[config.mk]
export PLATFORM = sky130hd
export DESIGN_NAME = refresh_cmd_arbiter
export DESIGN_NICKNAME = d
export VERILOG_FILES = /design/src/rtl/refresh_cmd_arbiter.sv
export SDC_FILE = /design/constraint.sdc
export NUM_CORES = 1
export LEC_CHECK = 0
export CAP_MARGIN = 20
export CORE_ASPECT_RATIO = 1.25
export CORE_MARGIN = 3
export CORE_UTILIZATION = 25
export DETAILED_ROUTE_END_ITERATION = 16
export GPL_TIMING_DRIVEN = 0
export PLACE_DENSITY_LB_ADDON = 0.05
export RECOVER_POWER = 50
export SYNTH_ARGS = -nofsm -noshare
export SYNTH_HDL_FRONTEND = slang
export SYNTH_SLANG_ARGS = --single-unit
[constraint.sdc]
create_clock -name sys_clk -period 6.78 [get_ports sys_clk]
set_input_delay 2.034 -clock sys_clk [delete_from_list [all_inputs] [get_ports sys_clk]]
set_output_delay 2.034 -clock sys_clk [all_outputs]
set_load 0.005 [all_outputs]
[src/rtl/refresh_cmd_arbiter.sv]
// ---------------------------------------------------------------------------
// refresh_cmd_arbiter
//
// Arbitrates the single DRAM command bus between the refresher and NUM_REQ
// bank-machine command streams, and drives the result into a one-entry
// registered output stage with a valid/ready handshake.
//
// The refresher always wins when it is valid. When the refresher wins with
// ref_cmd_last=0, the bus is locked to the refresher. The lock stays in place
// through gaps in ref_cmd_valid, and it is released when the refresher wins
// with ref_cmd_last=1. Bank streams are served round-robin.
//
// Ports
//   sys_clk, sys_rst_n        rising-edge clock; asynchronous active-low reset
//   ref_cmd_*                 refresher command stream (valid/ready/last + payload)
//   req_valid / req_ready     per-bank-machine handshake, one bit per requester
//   req_payload_*             packed bank payloads; requester i at [i*W +: W]
//   out_valid / out_ready     registered command towards the PHY
//   out_payload_*             registered command payload
//   ref_pending               refresher is valid or holds the bus lock
//   grant                     one-hot source of the out register (MSB = refresher)
//   ref_seq_cnt               number of completed refresh sequences (wraps)
// ---------------------------------------------------------------------------
module refresh_cmd_arbiter #(
  parameter int NUM_REQ = 4,
  parameter int A_W     = 17,
  parameter int BA_W    = 3
) (
  input  logic                    sys_clk,
  input  logic                    sys_rst_n,
  input  logic                    ref_cmd_valid,
  output logic                    ref_cmd_ready,
  input  logic                    ref_cmd_last,
  input  logic [A_W-1:0]          ref_cmd_payload_a,
  input  logic [BA_W-1:0]         ref_cmd_payload_ba,
  input  logic                    ref_cmd_payload_cas,
  input  logic                    ref_cmd_payload_ras,
  input  logic                    ref_cmd_payload_we,
  input  logic [NUM_REQ-1:0]      req_valid,
  output logic [NUM_REQ-1:0]      req_ready,
  input  logic [NUM_REQ*A_W-1:0]  req_payload_a,
  input  logic [NUM_REQ*BA_W-1:0] req_payload_ba,
  input  logic [NUM_REQ-1:0]      req_payload_cas,
  input  logic [NUM_REQ-1:0]      req_payload_ras,
  input  logic [NUM_REQ-1:0]      req_payload_we,
  output logic                    out_valid,
  input  logic                    out_ready,
  output logic [A_W-1:0]          out_payload_a,
  output logic [BA_W-1:0]         out_payload_ba,
  output logic                    out_payload_cas,
  output logic                    out_payload_ras,
  output logic                    out_payload_we,
  output logic                    ref_pending,
  output logic [NUM_REQ:0]        grant,
  output logic [15:0]             ref_seq_cnt
);

  localparam int PTR_W = (NUM_REQ > 1) ? $clog2(NUM_REQ) : 1;

  typedef enum logic [0:0] {
    ST_IDLE = 1'b0,
    ST_REF  = 1'b1
  } state_t;

  state_t             state_r;
  state_t             state_nxt_s;
  logic [PTR_W-1:0]   rr_ptr_r;
  logic [PTR_W-1:0]   cand_s;
  logic [PTR_W-1:0]   bank_idx_s;
  logic               bank_found_s;
  logic               bank_hit_s;
  logic               ref_win_s;
  logic               bank_win_s;
  logic               load_s;

  logic [A_W-1:0]     sel_a_s;
  logic [BA_W-1:0]    sel_ba_s;
  logic               sel_cas_s;
  logic               sel_ras_s;
  logic               sel_we_s;
  logic [NUM_REQ:0]   grant_nxt_s;

  logic               out_valid_r;
  logic [A_W-1:0]     out_a_r;
  logic [BA_W-1:0]    out_ba_r;
  logic               out_cas_r;
  logic               out_ras_r;
  logic               out_we_r;
  logic [NUM_REQ:0]   grant_r;
  logic [15:0]        ref_seq_cnt_r;

  // (base + offset) modulo NUM_REQ; offset never exceeds NUM_REQ-1 here
  function automatic logic [PTR_W-1:0] wrap_idx(input logic [PTR_W-1:0] base,
                                                input int offset);
    int sum;
    sum = int'(base) + offset;
    return (sum >= NUM_REQ) ? PTR_W'(sum - NUM_REQ) : PTR_W'(sum);
  endfunction

  // Round-robin search: first valid bank requester at or after rr_ptr, wrapping
  always_comb begin
    bank_found_s = 1'b0;
    bank_idx_s   = '0;
    cand_s       = '0;
    bank_hit_s   = 1'b0;
    for (int k = 0; k < NUM_REQ; k++) begin
      cand_s       = wrap_idx(rr_ptr_r, k);
      bank_hit_s   = ~bank_found_s & req_valid[cand_s];
      bank_idx_s   = bank_hit_s ? cand_s : bank_idx_s;
      bank_found_s = bank_found_s | bank_hit_s;
    end
  end

  // The refresher may win in either state; banks only while the bus is unlocked
  assign ref_win_s  = ref_cmd_valid;
  assign bank_win_s = (state_r == ST_IDLE) & ~ref_cmd_valid & bank_found_s;
  assign load_s     = (~out_valid_r | out_ready) & (ref_win_s | bank_win_s);

  // Readies are held low while reset is asserted, independent of the clock
  assign ref_cmd_ready = sys_rst_n & load_s & ref_win_s;

  // One-hot ready towards the selected bank machine
  always_comb begin
    req_ready = '0;
    if (sys_rst_n && load_s && bank_win_s) begin
      req_ready[bank_idx_s] = 1'b1;
    end else begin
      req_ready = '0;
    end
  end

  // Payload and grant multiplexer for the winning source
  always_comb begin
    sel_a_s     = '0;
    sel_ba_s    = '0;
    sel_cas_s   = 1'b0;
    sel_ras_s   = 1'b0;
    sel_we_s    = 1'b0;
    grant_nxt_s = '0;
    if (ref_win_s) begin
      sel_a_s              = ref_cmd_payload_a;
      sel_ba_s             = ref_cmd_payload_ba;
      sel_cas_s            = ref_cmd_payload_cas;
      sel_ras_s            = ref_cmd_payload_ras;
      sel_we_s             = ref_cmd_payload_we;
      grant_nxt_s[NUM_REQ] = 1'b1;
    end else begin
      sel_a_s                 = req_payload_a[bank_idx_s*A_W +: A_W];
      sel_ba_s                = req_payload_ba[bank_idx_s*BA_W +: BA_W];
      sel_cas_s               = req_payload_cas[bank_idx_s];
      sel_ras_s               = req_payload_ras[bank_idx_s];
      sel_we_s                = req_payload_we[bank_idx_s];
      grant_nxt_s[bank_idx_s] = 1'b1;
    end
  end

  // Lock state: enter on a non-last refresher command, leave on the last one
  always_comb begin
    state_nxt_s = state_r;
    case (state_r)
      ST_IDLE: begin
        if (load_s && ref_win_s && !ref_cmd_last) begin
          state_nxt_s = ST_REF;
        end else begin
          state_nxt_s = ST_IDLE;
        end
      end
      ST_REF: begin
        if (load_s && ref_win_s && ref_cmd_last) begin
          state_nxt_s = ST_IDLE;
        end else begin
          state_nxt_s = ST_REF;
        end
      end
      default: begin
        state_nxt_s = ST_IDLE;
      end
    endcase
  end

  // Lock state register
  always_ff @(posedge sys_clk or negedge sys_rst_n) begin
    if (!sys_rst_n) begin
      state_r <= ST_IDLE;
    end else begin
      state_r <= state_nxt_s;
    end
  end

  // Round-robin pointer: moves past a served bank, untouched by refresher wins
  always_ff @(posedge sys_clk or negedge sys_rst_n) begin
    if (!sys_rst_n) begin
      rr_ptr_r <= '0;
    end else if (load_s && bank_win_s) begin
      rr_ptr_r <= wrap_idx(bank_idx_s, 1);
    end else begin
      rr_ptr_r <= rr_ptr_r;
    end
  end

  // Completed refresh sequence counter, wraps naturally at 16 bits
  always_ff @(posedge sys_clk or negedge sys_rst_n) begin
    if (!sys_rst_n) begin
      ref_seq_cnt_r <= 16'd0;
    end else if (load_s && ref_win_s && ref_cmd_last) begin
      ref_seq_cnt_r <= ref_seq_cnt_r + 16'd1;
    end else begin
      ref_seq_cnt_r <= ref_seq_cnt_r;
    end
  end

  // Output stage: load the winner, drop valid once drained with nothing new
  always_ff @(posedge sys_clk or negedge sys_rst_n) begin
    if (!sys_rst_n) begin
      out_valid_r <= 1'b0;
      out_a_r     <= '0;
      out_ba_r    <= '0;
      out_cas_r   <= 1'b0;
      out_ras_r   <= 1'b0;
      out_we_r    <= 1'b0;
      grant_r     <= '0;
    end else if (load_s) begin
      out_valid_r <= 1'b1;
      out_a_r     <= sel_a_s;
      out_ba_r    <= sel_ba_s;
      out_cas_r   <= sel_cas_s;
      out_ras_r   <= sel_ras_s;
      out_we_r    <= sel_we_s;
      grant_r     <= grant_nxt_s;
    end else if (out_ready) begin
      out_valid_r <= 1'b0;
    end else begin
      out_valid_r <= out_valid_r;
    end
  end

  assign out_valid       = out_valid_r;
  assign out_payload_a   = out_a_r;
  assign out_payload_ba  = out_ba_r;
  assign out_payload_cas = out_cas_r;
  assign out_payload_ras = out_ras_r;
  assign out_payload_we  = out_we_r;
  assign grant           = grant_r;
  assign ref_seq_cnt     = ref_seq_cnt_r;
  assign ref_pending     = ref_cmd_valid | (state_r == ST_REF);

endmodule

**Word-level counts from Yosys, hierarchy flattened**

Cells that the tools add are included.

- $mul: 2
- Muxes and demuxes: 40
- Add/sub/neg operators: 10
- $lt $le $gt $ge: 12
- Bitwise logic cells: 20
- Reduce and logical (&&, ||, !) cells: 10
- Shift operators: 2

Operators by type and width:

| cell | number |
|---|---|
| 68-bit by 8-bit variable part select with 17-bit output | 1 |
| 2-bit two-way mux | 9 |
| 1-bit two-way mux | 17 |
| 17-bit two-way mux | 1 |
| 16-bit by 1-bit adder with 16-bit output (second input constant) | 1 |
| 2-bit by 3-bit less-than comparator with 1-bit output (second input constant) | 5 |
| 1-bit binary-select mux with 2-bit select | 7 |
| 3-bit >= comparator (second input constant) | 4 |
| 12-bit by 5-bit variable part select with 3-bit output | 1 |
| 2-bit by 1-bit subtractor with 2-bit output (second input constant) | 5 |
| 1-bit AND | 8 |
| 1-bit logical AND | 8 |
| 4-bit two-way mux | 2 |
| 2-bit by 5-bit multiplier with 7-bit output (second input constant) | 1 |
| 2-bit by 1-bit adder with 3-bit output (second input constant) | 2 |
| 2-bit by 2-bit adder with 3-bit output (second input constant) | 2 |
| 1-bit inverter | 6 |
| 1-bit OR | 6 |
| 1-bit demux with 2-bit select | 2 |
| 2-bit by 4-bit less-than comparator with 1-bit output (second input constant) | 1 |
| 2-bit by 2-bit multiplier with 4-bit output (second input constant) | 1 |
| 2-bit by 3-bit >= comparator with 1-bit output (second input constant) | 1 |
| 3-bit two-way mux | 1 |
| 2-bit by 1-bit >= comparator with 1-bit output (second input constant) | 1 |
| 3 further kinds | 3 |

- Output and inout bits: 51
- Register bits: 48
- Bits of input ports: 124
- Logic and storage cells: 106

**Depth between registers and ports, before layout**

Gate-level depths: netlist (run 1).

- Depth after elaboration: 20
- Gate-level depth with buffers: 8
- Depth with buffers taken out: 6

**Least setup slack after synthesis (run 1)**

Ideal clock, no wire load.

- Path type: in2out
- From: input out_ready
- To: output req_ready[0]
- Path buffers: 2
- Arrival: 3.176 ns
- Cell stages on the path: 6
- Path slack: 1.570 ns
- Required time: 4.746 ns
- Path through: nand2b_1 > clkbuf_1 > o21ai_4 > nor2_2 > buf_2 > and3_1

- Longest elaborated chain between the ends: 5

Ends and longest elaborated chain:

| what | line | source |
|---|---|---|
| start, declared | 47 | `input logic out_ready,` |
| 1-bit OR | 117 | `assign load_s = (~out_valid_r \| out_ready) & (ref_win_s \| bank_win_s);` |
| 1-bit AND | 117 |  |
| 1-bit logical AND (2 in a row) | 125 | `if (sys_rst_n && load_s && bank_win_s) begin` |
| 4-bit two-way mux | 125 |  |
| end, declared | 40 | `output logic [NUM_REQ-1:0] req_ready,` |

No other way between the ends.

**Final worst setup path (run 1)**

- From: input req_valid[2]
- To: output req_ready[3]

- Longest elaborated chain between the ends: 17
- Elaborated cells on any way between the ends: 32
- Classes of those cells: order compare (2); mux (15); bitwise (12); reduce/logical (3)

Ends and longest elaborated chain:

| what | line | source |
|---|---|---|
| start, declared | 39 | `input logic [NUM_REQ-1:0] req_valid,` |
| branches (longest 16 deep; another with 2-bit by 3-bit less-than comparator with 1-bit output) | - |  |
| 4-bit two-way mux * | 125 |  |

Every way passes the cells marked *. The select of a mux whose other input is x is not followed.

==> results.sh, run 1 <==
export IMPL_status="complete, no violations"
export IMPL_p_sw_mw=0.417
export IMPL_rows=44
export IMPL_cts_htree_levels=2
export IMPL_vias_per_cell=4.66
export IMPL_arrival_ps=4500
export IMPL_synth_edf_count=0
export IMPL_vdd_drop_max_uv=122
export IMPL_drtPass1Iterations=4
export IMPL_drt_iter0_drc=67
export IMPL_cts_inserted_buffers=5
export IMPL_rsz0062_at_grt="false"
export IMPL_cp_required_ps=4750
export IMPL_area_growth_pct=70.6
export IMPL_post_cts_buffers=0
export IMPL_grt_max_degree=40
export IMPL_criticalPathCategory="input pin to output port"
export IMPL_ys_top_cells_by_area="dfrtp_1, mux2i_1, a221o_1"
export IMPL_cp_cell_sequence="clkdlybuf4s50_1 > nor4_1 > nor2_1 > o21ai_4 > nor2_2 > buf_2 > and3_1 > clkdlybuf4s50_1"
export IMPL_grt_pass1_vias=2993
export IMPL_yosys_most_used_dff="dfrtp_1"
export IMPL_portBuffers=174
export IMPL_dpl_cell_count=598
export IMPL_switching_share=0.314
export IMPL_intPower_mw=0.908
export IMPL_ys_top_cells_by_count="mux2i_1, dfrtp_1, and3_1"
export IMPL_ctsResizeCount=0
export IMPL_die_x_um=105
export IMPL_start_util=0.259
export IMPL_ys_seq_elements=48
export IMPL_hp_class="register to register"
export IMPL_dp_hpwl_mm=8.56
export IMPL_synth_cell_types=33
export IMPL_syn_area_per_cell_um2=11.6
export IMPL_drtAntennaViolNets=0
export IMPL_finalHoldViolations=0
export IMPL_insertion_delay_ps=290
export IMPL_track_usage=0.163
export IMPL_cp_slowest_cell="clkdlybuf4s50_1"
export IMPL_clock_sinks=48
export IMPL_total_power_mw=1.32
export IMPL_drc=0
export IMPL_pwr_share_comb=0.462
export IMPL_worstMarginPinSlew_ps=959
export IMPL_cts_tree="yes"
export IMPL_die_y_um=129
export IMPL_async_flop_share=1.00
export IMPL_overflow=0
export IMPL_crit_top_cell="clkdlybuf4s50_1"
export IMPL_grt_pass1_wl_mm=17.3
export IMPL_fin_crit_sh=0.963
export IMPL_synth_warnings=0
export IMPL_synth_top_area_cell="dfrtp_1"
export IMPL_fin_worst_skew_ps=2.73
export IMPL_cp_end_kind="output port"
export IMPL_cpPeakStageDelay_ps=550
export IMPL_clk_pin_slew_ps=70
export IMPL_clk_path_buf_depth=2
export IMPL_period_needed_ps=6530
export IMPL_antenna_cells=0
export IMPL_power_density_nw_per_um2=256
export IMPL_root_buffer="clkbuf_16"
export IMPL_ys_seq_area_frac=0.396
export IMPL_syn_area_um2=3030
export IMPL_finalWirelength_mm=11.1
export IMPL_routedWlPerCell_um=18.3
export IMPL_final_nets=573
export IMPL_die_area_um2=13500
export IMPL_synth_nets=391
export IMPL_fin_cells=606
export IMPL_ios=175
export IMPL_cp_max_fo=10
export IMPL_slew_headroom=0.361
export IMPL_p_clk_frac=0.233
export IMPL_drive_gt1_frac=0.0831
export IMPL_synth_top_cell_area_share=0.396
export IMPL_leakagePower_nw=2.31
export IMPL_antenna_found_initial=0
export IMPL_synth_most_common_cell="mux2i_1"
export IMPL_place_gp_congestion=0.697
export IMPL_synthCells=262
export IMPL_cts_hold_buf=0
export IMPL_drv_slew=0
export IMPL_sequentialPowerShare=0.305
export IMPL_fmax_mhz=153
export IMPL_maxCapViolations=0
export IMPL_setup_viol=0
export IMPL_core_area_um2=11700
export IMPL_num_vias=2824
export IMPL_worstSetupStartpointType="input pin"
-- layout by cell type, fill, tap and decap left out, types with 2 or more instances in the layout --
master,n
and4_1,2
xor2_1,3
inv_1,3
dfrtp_1,48
clkbuf_8,4
a221o_1,23
and3_2,7
a22o_1,5
clkbuf_1,8
buf_12,5
clkdlybuf4s50_1,149
nand3_1,6
and3_1,24
a21oi_1,5
mux2_2,2
mux2i_1,70
nor2_1,5
dlygate4sd3_1,24
buf_6,3
nand4_1,4
clkbuf_16,5
xnor2_1,12
buf_2,3
nand2_1,7
ha_1,5
-- flip-flops by register name (all words and copies together) (netlist names), named ones only --
name and flops:
out_payload_a 17, ref_seq_cnt 16, grant 5, out_payload_ba 3
rr_ptr_r 2, out_payload_cas 1, out_payload_ras 1, out_payload_we 1
out_valid 1
-- metrics by stage --
| stage | hold slack (ps) | cell area [um^2] | util | worst slack (ps) | TNS, ps |
|---|---|---|---|---|---|
| after floorplan | 465 | 3030 | - | 1570 | 0 |
| after global placement | 459 | 4980 | 0.424 | -528 | -2580 |
| after detailed placement | 460 | 4990 | 0.426 | 110 | 0 |
| after CTS | 477 | 5170 | 0.441 | 95.2 | 0 |
| after global routing | 502 | 5170 | 0.441 | 81.1 | 0 |
| final | 463 | 5170 | 0.441 | 250 | 0 |
-- kinds of logic (layout without fill, tap and decap cells) --
| kind of cell | after synthesis | count (layout) | synth area share |
|---|---|---|---|
| flops | 48 | 48 | 0.396 |
| simple gates | 63 | 63 | 0.123 |
| fa+ha+maj | 5 | 5 | 0.0206 |
| buf+inv | 23 | 206 | 0.0652 |
| mux | 72 | 72 | 0.238 |
| compound gates | 36 | 36 | 0.113 |
| xor+xnor | 15 | 15 | 0.0433 |
-- area by class of cell --
cell class	count	area [um^2]
fill	1154	6550
clock inverter	1	30.0
buffer	20	188
timing repair buffer	175	1760
inverter	3	11.3
clock buffer	7	153
multi-input combinational	191	1630
sequential	48	1200
tap	161	201
-- path summary, 6_finish.rpt --
path / from / to / slack, ps / cells past startpoint
worst max-delay path: req_valid[2] / req_ready[3] / 250 / 8
worst min-delay path: ref_seq_cnt[15]$_DFFE_PN0P_ / ref_seq_cnt[15]$_DFFE_PN0P_ / 460 / 1
worst max register to register: rr_ptr_r[1]$_DFFE_PN0P_ / out_payload_we$_DFFE_PN0P_ / 4760 / 8
worst min register to register: ref_seq_cnt[15]$_DFFE_PN0P_ / ref_seq_cnt[15]$_DFFE_PN0P_ / 460 / 1
max in group asynchronous: sys_rst_n / out_payload_ba[0]$_DFFE_PN0P_ / 4180 / 2
min in group asynchronous: sys_rst_n / ref_seq_cnt[12]$_DFFE_PN0P_ / 1870 / 1
-- layer usage --
metal  vias to the layer above  track usage  routed length, um
met5                         -            0                  0
met4                         0       0.0376                108
met3                         7       0.0438                659
met2                        93        0.302               5970
met1                      1366        0.189               4340
li1                       1358            -                  -
-- critical path: cells and delay by family --
family          cells  cell delay [ps]
compound gates      1              170
simple gates        4              940
buf+inv             3             1350
-- power groups by stage --
stage          registers [mW]  clock network [mW]  logic, mW
5_1_grt                 0.415               0.330      0.663
6_report                0.404               0.308      0.612
3_5_place_dp            0.411                   0      0.638
2_1_floorplan           0.409                   0      0.338
3_3_place_gp            0.409                   0      0.634
4_1_cts                 0.407               0.320      0.643
Note: power is estimated with default switching activity, not from simulation.
==> inputs of run 2 (changes only) <==
--- a/config.mk
+++ b/config.mk
@@ -7,7 +7,7 @@
 export LEC_CHECK = 0
 export CAP_MARGIN = 20
 export CORE_ASPECT_RATIO = 1.25
-export CORE_MARGIN = 3
+export CORE_MARGIN = 2
 export CORE_UTILIZATION = 25
 export DETAILED_ROUTE_END_ITERATION = 16
 export GPL_TIMING_DRIVEN = 0
==> results.sh, run 2 (same netlist as run 1, synthesis figures left out) <==
export IMPL_clk_pin_slew_ps=60
export IMPL_drtAntennaViolNets=0
export IMPL_insertion_delay_ps=290
export IMPL_vias_per_cell=4.53
export IMPL_grt_max_degree=32
export IMPL_setup_viol=0
export IMPL_fin_crit_sh=0.957
export IMPL_largest_reg_flops=17
export IMPL_cts_inserted_buffers=5
export IMPL_criticalPathCategory="input pin to output port"
export IMPL_rows=45
export IMPL_drc=0
export IMPL_leakagePower_nw=2.31
export IMPL_num_vias=2760
export IMPL_cp_end_kind="output port"
export IMPL_regToRegSetupSlack_ps=4770
export IMPL_clock_sinks=48
export IMPL_drt_iter0_drc=60
export IMPL_core_area_um2=12000
export IMPL_fmax_mhz=154
export IMPL_maxCapViolations=0
export IMPL_slew_headroom=0.0780
export IMPL_worstMarginPinSlew_ps=1380
export IMPL_routedWlPerCell_um=17.5
export IMPL_period_needed_ps=6490
export IMPL_vdd_drop_max_uv=131
export IMPL_antenna_found_initial=0
export IMPL_drive_gt1_frac=0.0831
export IMPL_hold_path_end="ref_seq_cnt[15]$_DFFE_PN0P_"
export IMPL_final_nets=573
export IMPL_reg2reg_from="rr_ptr_r[0]$_DFFE_PN0P_"
export IMPL_start_util=0.253
export IMPL_setup_tns_ps=0
export IMPL_cts_tree="yes"
export IMPL_hp_start="ref_seq_cnt[15]$_DFFE_PN0P_"
export IMPL_dpl_cell_count=601
export IMPL_grt_pass1_vias=2843
export IMPL_grt_pass1_wl_mm=16.1
export IMPL_fin_worst_skew_ps=4.34
export IMPL_whs_ps=471
export IMPL_post_cts_buffers=0
export IMPL_area_growth_pct=70.7
export IMPL_dp_hpwl_mm=8.26
export IMPL_die_area_um2=13000
export IMPL_die_y_um=127
export IMPL_cp_required_ps=4750
export IMPL_place_gp_congestion=0.723
export IMPL_arrival_ps=4450
export IMPL_drtPass1Iterations=4
export IMPL_power_density_nw_per_um2=254
export IMPL_cp_max_fo=10
export IMPL_ios=175
export IMPL_track_usage=0.161
export IMPL_root_buffer="clkbuf_16"
export IMPL_cts_hold_buf=0
export IMPL_layout_setup_ws_ps=294
export IMPL_total_power_mw=1.32
export IMPL_overflow=0
export IMPL_cts_htree_levels=2
export IMPL_worst_r2r_path_depth=8
export IMPL_worstSetupStartpointType="input pin"
export IMPL_final_area_um2=5180
export IMPL_placed_area_um2=4990
export IMPL_fin_cells=609
export IMPL_rsz0062_at_grt="false"
export IMPL_worstHoldPathCells=1
export IMPL_drv_slew=0
export IMPL_r2r_end="out_payload_ba[0]$_DFFE_PN0P_"
export IMPL_layout_commonest_cell="clkdlybuf4s50_1"
export IMPL_finalWirelength_mm=10.6
export IMPL_hp_class="register to register"
export IMPL_most_common_layout_cells="clkdlybuf4s50_1, mux2i_1, dfrtp_1"
export IMPL_clk_path_buf_depth=2
export IMPL_portBuffers=174
export IMPL_fin_util=0.432
export IMPL_die_x_um=103
export IMPL_finalHoldViolations=0
export IMPL_status="complete, no violations"
export IMPL_ctsResizeCount=0
export IMPL_antenna_cells=0
export IMPL_pre_cts_ws_ps=52.1
-- run 2: layout make-up --
cell class                      instances  area (um^2)
Sequential cell                        48         1200
Tap cell                              164          205
Clock buffer                            7          153
Buffer                                 20          188
Inverter                                3         11.3
Clock inverter                          1         30.0
Timing Repair Buffer                  175         1760
Fill cell                            1202         6820
Multi-Input combinational cell        191         1630
-- run 2: power breakdown --
group          switching [mW]  internal [mW]  total (mW)
sequential             0.0524          0.352       0.404
combinational           0.246          0.361       0.607
clock                   0.111          0.194       0.305
-- run 2: critical path, cell delays in order --
cell and delay, ps:
clkdlybuf4s50_1 480, nor4_1 390, nor2_1 160, o21ai_4 350, nor2_2 170, buf_2 220
and3_1 190, clkdlybuf4s50_1 460
-- run 2: how the worst max path moves through the flow --
stage | slack [ps] | from | cells after the start | end
4_1_cts | 40 | out_ready | 8 | req_ready[3]
5_1_grt | 120 | req_valid[2] | 8 | req_ready[3]
6_report | 290 | req_valid[2] | 8 | req_ready[3]
3_5_place_dp | 50 | out_ready | 8 | req_ready[2]
2_1_floorplan | 1570 | out_ready | 6 | req_ready[0]
3_3_place_gp | -550 | sys_rst_n | 3 | ref_cmd_ready
-- run 2: layer usage --
metal / global-route usage / part of all wire / up-vias / wire length (um)
li1: - / - / 1361 / -
met1: 0.195 / 0.41 / 1300 / 4340
met2: 0.285 / 0.51 / 92 / 5420
met3: 0.0388 / 0.073 / 7 / 774
met4: 0.0353 / 0.0098 / 0 / 104
met5: 0 / 0 / - / 0
